[config.mk]
export PLATFORM = sky130hd
export DESIGN_NAME = writeback_arbiter
export DESIGN_NICKNAME = d
export VERILOG_FILES = /design/src/rtl/writeback_arbiter_pkg.sv /design/src/rtl/writeback_arbiter_rr.sv /design/src/rtl/writeback_arbiter.sv
export SDC_FILE = /design/constraint.sdc
export NUM_CORES = 1
export LEC_CHECK = 0
export CAP_MARGIN = 20
export CELL_PAD_IN_SITES_DETAIL_PLACEMENT = 1
export CELL_PAD_IN_SITES_GLOBAL_PLACEMENT = 1
export CORE_MARGIN = 5
export CORE_UTILIZATION = 30
export DETAILED_ROUTE_END_ITERATION = 10
export HOLD_SLACK_MARGIN = 0.05
export PLACE_DENSITY = 0.91
export SYNTH_ARGS = -nofsm -noshare
export SYNTH_HDL_FRONTEND = slang
export SYNTH_SLANG_ARGS = --single-unit
[constraint.sdc]
create_clock -name clk -period 3.35 [get_ports clk]
set_input_delay 0.8375 -clock clk [delete_from_list [all_inputs] [get_ports clk]]
set_output_delay 0.8375 -clock clk [all_outputs]
set_load 0.03 [all_outputs]
[src/rtl/writeback_arbiter_pkg.sv]
// Shared constants for the writeback arbiter slice.
//   c_max_wb_pipes   largest supported number of completing execute pipes
//   c_reg_addr_bits  architectural register index width
//   c_data_bits      result data width
//   ptr_bits()       width of a round-robin pointer over n requesters
//
// The completion entry type depends on the sequence-number width, so each
// instantiating module declares its own wb_entry_t from this field list:
//   {val, seq_num[p_seq_num_bits], waddr[c_reg_addr_bits], wdata[c_data_bits], wen}
package writeback_arbiter_pkg;

    localparam int c_max_wb_pipes  = 8;
    localparam int c_reg_addr_bits = 5;
    localparam int c_data_bits     = 32;

    // A single requester still gets a 1-bit pointer so every vector is legal.
    function automatic int ptr_bits(input int n);
        return (n > 1) ? $clog2(n) : 1;
    endfunction

endpackage

[src/rtl/writeback_arbiter_rr.sv]
// Round-robin arbiter with a registered priority pointer.
//   clk        clock
//   rst        asynchronous active-high reset, forces ptr to 0
//   req        request vector, one bit per requester
//   advance    move ptr to one past the current grant (asserted on a transfer)
//   grant      one-hot grant, zero when no request
//   grant_idx  binary index of the granted requester, 0 when no request
//
// Priority starts at ptr and wraps modulo p_width.
module writeback_arbiter_rr
    import writeback_arbiter_pkg::*;
#(
    parameter int p_width = 1
) (
    input  logic                           clk,
    input  logic                           rst,
    input  logic [p_width-1:0]             req,
    input  logic                           advance,
    output logic [p_width-1:0]             grant,
    output logic [ptr_bits(p_width)-1:0]   grant_idx
);

    localparam int PW = ptr_bits(p_width);

    logic [PW-1:0]          ptr;
    logic [PW-1:0]          ptr_next;
    logic [2*p_width-1:0]   req_rot_full;
    logic [p_width-1:0]     req_rot;
    logic [PW-1:0]          offset;
    logic [PW:0]            idx_sum;
    logic                   found;

    // Rotate the request vector so bit 0 is the requester at ptr; the first
    // set bit of the rotated vector is the winner's distance from ptr.
    always_comb begin
        req_rot_full = {req, req} >> ptr;
        req_rot      = req_rot_full[p_width-1:0];

        found  = 1'b0;
        offset = '0;
        for (int i = 0; i < p_width; i++) begin
            if (!found && req_rot[i]) begin
                found  = 1'b1;
                offset = PW'(i);
            end
        end

        idx_sum = {1'b0, ptr} + {1'b0, offset};
        if (idx_sum >= (PW+1)'(p_width)) begin
            idx_sum = idx_sum - (PW+1)'(p_width);
        end

        grant_idx = found ? idx_sum[PW-1:0] : '0;
        grant     = found ? (p_width'(1) << grant_idx) : '0;
    end

    always_comb begin
        ptr_next = ptr;
        if (advance) begin
            if (grant_idx == PW'(p_width - 1)) begin
                ptr_next = '0;
            end else begin
                ptr_next = grant_idx + 1'b1;
            end
        end
    end

    always_ff @(posedge clk or posedge rst) begin
        if (rst) begin
            ptr <= '0;
        end else begin
            ptr <= ptr_next;
        end
    end

endmodule

[src/rtl/writeback_arbiter.sv]
// Writeback arbiter: shares the single completion path among p_num_pipes
// execute pipes. One pipe is granted per cycle in round-robin order and its
// result is registered onto the completion outputs on the following cycle.
//   clk               clock
//   rst               asynchronous active-high reset
//   W_val[k]          pipe k holds a completed result
//   W_rdy[k]          grant to pipe k (combinational from W_val and ptr)
//   W_seq_num         packed per-pipe sequence numbers, pipe k at [k*p_seq_num_bits +: p_seq_num_bits]
//   W_waddr           packed per-pipe destination registers, pipe k at [k*5 +: 5]
//   W_wdata           packed per-pipe result data, pipe k at [k*32 +: 32]
//   W_wen[k]          pipe k result writes the register file
//   complete_*        registered completion notification {val, seq_num, waddr, wdata, wen}
module writeback_arbiter
    import writeback_arbiter_pkg::*;
#(
    parameter int p_num_pipes    = 1,
    parameter int p_seq_num_bits = 5
) (
    input  logic                                  clk,
    input  logic                                  rst,
    input  logic [p_num_pipes-1:0]                W_val,
    output logic [p_num_pipes-1:0]                W_rdy,
    input  logic [p_num_pipes*p_seq_num_bits-1:0] W_seq_num,
    input  logic [p_num_pipes*c_reg_addr_bits-1:0] W_waddr,
    input  logic [p_num_pipes*c_data_bits-1:0]    W_wdata,
    input  logic [p_num_pipes-1:0]                W_wen,
    output logic                                  complete_val,
    output logic [p_seq_num_bits-1:0]             complete_seq_num,
    output logic [c_reg_addr_bits-1:0]            complete_waddr,
    output logic [c_data_bits-1:0]                complete_wdata,
    output logic                                  complete_wen
);

    localparam int PW = ptr_bits(p_num_pipes);

    typedef struct packed {
        logic                       val;
        logic [p_seq_num_bits-1:0]  seq_num;
        logic [c_reg_addr_bits-1:0] waddr;
        logic [c_data_bits-1:0]     wdata;
        logic                       wen;
    } wb_entry_t;

    logic [p_num_pipes-1:0] req;
    logic [p_num_pipes-1:0] grant;
    logic [PW-1:0]          grant_idx;
    logic                   transfer;
    wb_entry_t              sel;
    wb_entry_t              complete_q;

    // Holding requests off during reset keeps W_rdy low for the whole
    // reset window, so no pipe believes it transferred into a register
    // that is being cleared.
    assign req      = W_val & {p_num_pipes{~rst}};
    assign W_rdy    = grant;
    assign transfer = |grant;

    writeback_arbiter_rr #(
        .p_width (p_num_pipes)
    ) u_rr (
        .clk       (clk),
        .rst       (rst),
        .req       (req),
        .advance   (transfer),
        .grant     (grant),
        .grant_idx (grant_idx)
    );

    // AND-OR mux over the one-hot grant; an idle cycle selects all zeros,
    // which is exactly what the output register loads when nothing transfers.
    always_comb begin
        sel = '0;
        for (int k = 0; k < p_num_pipes; k++) begin
            if (grant[k]) begin
                sel.val     = 1'b1;
                sel.seq_num = W_seq_num[k*p_seq_num_bits +: p_seq_num_bits];
                sel.waddr   = W_waddr[k*c_reg_addr_bits +: c_reg_addr_bits];
                sel.wdata   = W_wdata[k*c_data_bits +: c_data_bits];
                sel.wen     = W_wen[k];
            end
        end
    end

    // Results with wen=0 still produce a completion so downstream retires
    // their sequence number. There is no backpressure on this register.
    always_ff @(posedge clk or posedge rst) begin
        if (rst) begin
            complete_q <= '0;
        end else begin
            complete_q <= sel;
        end
    end

    assign complete_val     = complete_q.val;
    assign complete_seq_num = complete_q.seq_num;
    assign complete_waddr   = complete_q.waddr;
    assign complete_wdata   = complete_q.wdata;
    assign complete_wen     = complete_q.wen;

endmodule

==> summary.md <==
The run gives 2 as the number of optimization iterations in the first detailed-route pass. The root buffer selected by CTS is clkbuf_8. In the synthesized netlist, mux cells make up 0% of the area.

The worst path in the final design needs a cycle of 3000 ps, including I/O delays and setup. The first-pass GRT wire length is 6300 um. Yosys attributes the largest share of cell area to dfrtp_1 72%, and3b_1 25%, buf_2 1.3%, clkbuf_2 1.3%, nor2b_1 0.41%. The analysis attributes to net switching a power of 0.262 mW. The logs give 1140 ps for the worst hold slack and 72.1% for the sequential share of the synthesized area. Overall power consumption after layout is estimated at 1.07 mW. The H-tree was split into 2 levels.

The hold violation total from the final report is 0, and the count of max-cap constraint violations is 0. After detailed placement, the total cell area comes to 0.00249 mm^2. The clock passes through at most 2 buffers. The via count of the first global-routing pass is 1217, and the final net count is 234. Leading cell type by number of instances after synthesis: dfrtp_1. Summing all non-filler instances in the final layout gives an area of 0.00258 mm^2. Synthesis produced a netlist with a net count of 143. The total power density per cell area works out to 416 mW/mm^2.

Summed over all failing endpoints, the final setup total negative slack is 0 ps. For this design, the CTS-stage hold fixing added 0 buffers. The synthesized design spends more area on one cell type than any other, namely dfrtp_1.

For this run, the leading register cell type out of synthesis is dfrtp_1. For the setup slack after layout, the log shows 350 ps. TritonCTS built the clock tree. In the final routed layout, each cell accounts on average for 15.4 um. The share of cells above drive strength 1 came out at 6.35%. Of the total power, combinational logic draws 17.0%.

The logs give 0.333 GHz for the maximum frequency from static timing analysis and 0 for the antenna cell count. The initial antenna violation count was 0; the number of distinct standard cells referenced by the synthesized netlist was 6. Summing the areas of all xor and xnor instances in the mapped netlist gives 0% of the synthesized area.

Yosys mapped a number of flops with a built-in enable equal to 0. For this run, design rule violations remaining after detail routing come to 0. For the number of buffers added by the clock tree synthesis step, the log shows 5. The worst hold path begins at W_wdata[1]. For the required arrival time at the worst endpoint, the log shows 2510 ps. The worst pin sits at a relative slew slack of 40.4%.

The part of the total power dissipated in the clock network is 31.1%, and the number of warnings printed during yosys synthesis is 0. The actual transition at the worst max-transition pin was 892 ps; the top cell type's share of synthesized area was 72.1%. During placement, the flow inserted port buffers numbering 90. Relative to the synthesized area, the layout overhead comes to 69.0%. In this run, flip-flops and latches consume 51.8% of the power. The synthesized netlist devotes 25.1% of its cell area to simple gates. Starting density of the core: 30.3%. Async set-reset flop share out of synthesis: 100%.

Kind of end point of the critical path: a primary output. The peak fanout along the critical path is 22. The die covers 0.00662 mm^2.

For the largest vdd supply drop, the log shows 0.208 mV. For the total clock sinks, the log shows 44. The vertical die dimension is 81.4 um.

The logs give 0.00504 mm^2 for the placeable core region and 13.2% for the total global routing track utilization. The analysis attributes to cell leakage a power of 1.30 nW. The setup path with the least slack is of type in -> out. Number of instances in the synthesized netlist: 97. Sorting the synthesized cells by how often they occur yields 44 x dfrtp_1, 43 x and3b_1, 4 x buf_2, 4 x clkbuf_2. The placement-stage worst setup slack is 370 ps, and the number of storage elements in the synthesis netlist is 44. The final cycle utilization of the critical path is 89.6%. Summed over all layers, the routed wires come to 4000 um. At the worst endpoint, the arrival time is 2160 ps. The internal power of the cells totals 0.812 mW. The adder-cell share of the synthesized area works out to 0%.

The violation count after the first detailed-routing iteration is 12. The critical path starts at W_val. The tools report the end of the critical path as W_rdy.

Classification of the worst-slack hold path: in -> reg. The boundary pin count was 91; the post-synth design cell area was 0.00153 mm^2. The maximum number of pins on one net before global-route repair is 45, and the per-cell via count in the routed design is 4.23. The last weighted congestion value of the routability-driven placer is 0.696, and the complex-gate fraction of the synthesized area is 0%. STA classifies the critical path startpoint as an input port. The final number of max-transition violations came out at 0. Setup violations remaining at the end of the flow were counted as 0. Once the clock tree was built, the resizer swapped 0 gates to a different size. The remaining global-route overflow was 0; the average instance area after synthesis was 15.7 um^2. The run gives 26 as the total number of placement rows.

The width of the die came out at 81.4 um. For the number of buffers added for setup after CTS, the log shows 0. The flow ran to the end, and the final reports show no timing, DRC or antenna violations. Setup repair after global routing left no endpoint under its margin. The run gives 0 as the number of nets with antenna violations after detailed routing. The main combinational cell family by area after synthesis was simple AND/OR/NAND/NOR gates.

Clock-pin slew was measured on the worst setup and hold paths at 80 ps. The vias after detailed routing was 1095; the switching share of power was 24.4%.
-- area by class of cell --
class,count,area [um^2]
clock buffers,6,82.6
clock inverters,2,10.0
fillers,525,2460
inverters,1,3.75
multi-input cells,44,383
flip-flops and latches,44,1100
well taps,70,87.6
repair buffers,92,913
-- worst max-delay path, cell delays in order --
cell and delay (ps):
clkdlybuf4s50_1 890, nor2b_1 250, buf_4 180
-- power by group through the flow --
stage,Clock (mW),Combinational [mW],Sequential (mW)
after global placement,0,0.182,0.566
after CTS,0.353,0.187,0.557
after global routing,0.386,0.196,0.559
final,0.334,0.183,0.556
after floorplan,0,0.0374,0.610
after detailed placement,0,0.187,0.567
-- cell usage in the layout, fill, tap and decap left out --
master,instances
clkinv_2,2
clkbuf_8,6
and3b_1,43
inv_2,1
clkdlybuf4s50_1,89
buf_4,3
nor2b_1,1
dfrtp_1,44
-- metrics by stage --
step	cells	utilization, %
floorplan	97	-
global placement	251	49.4
detailed placement	251	49.4
CTS	259	51.2
global route	259	51.2
finish	259	51.2
-- state kept, by name, indices dropped and copies added, names as in the netlist --
signal            count
complete_wdata       32
complete_val          1
complete_waddr        5
complete_wen          1
complete_seq_num      5
-- layer usage --
layer	share of wire, %	up-vias	GRT usage, %
met3	10	7	6.21
met4	1.7	0	4.56
li1	-	507	-
met1	39	523	14.9
met2	49	58	21.8
met5	0	-	0
-- cell families after synthesis --
logic type | Yosys count
buffers and inverters | 9
flip-flops | 44
AND/OR/NAND/NOR | 44
-- worst min-delay path by stage --
stage,to,depth (start not counted)
5_1_grt,complete_wdata[1],2
4_1_cts,complete_wdata[1],2
2_1_floorplan,complete_wdata[0],1
3_5_place_dp,complete_wdata[1],2
6_report,complete_wdata[1],2
3_3_place_gp,complete_wdata[22],2
No activity file was read; power rests on OpenSTA's default activity.
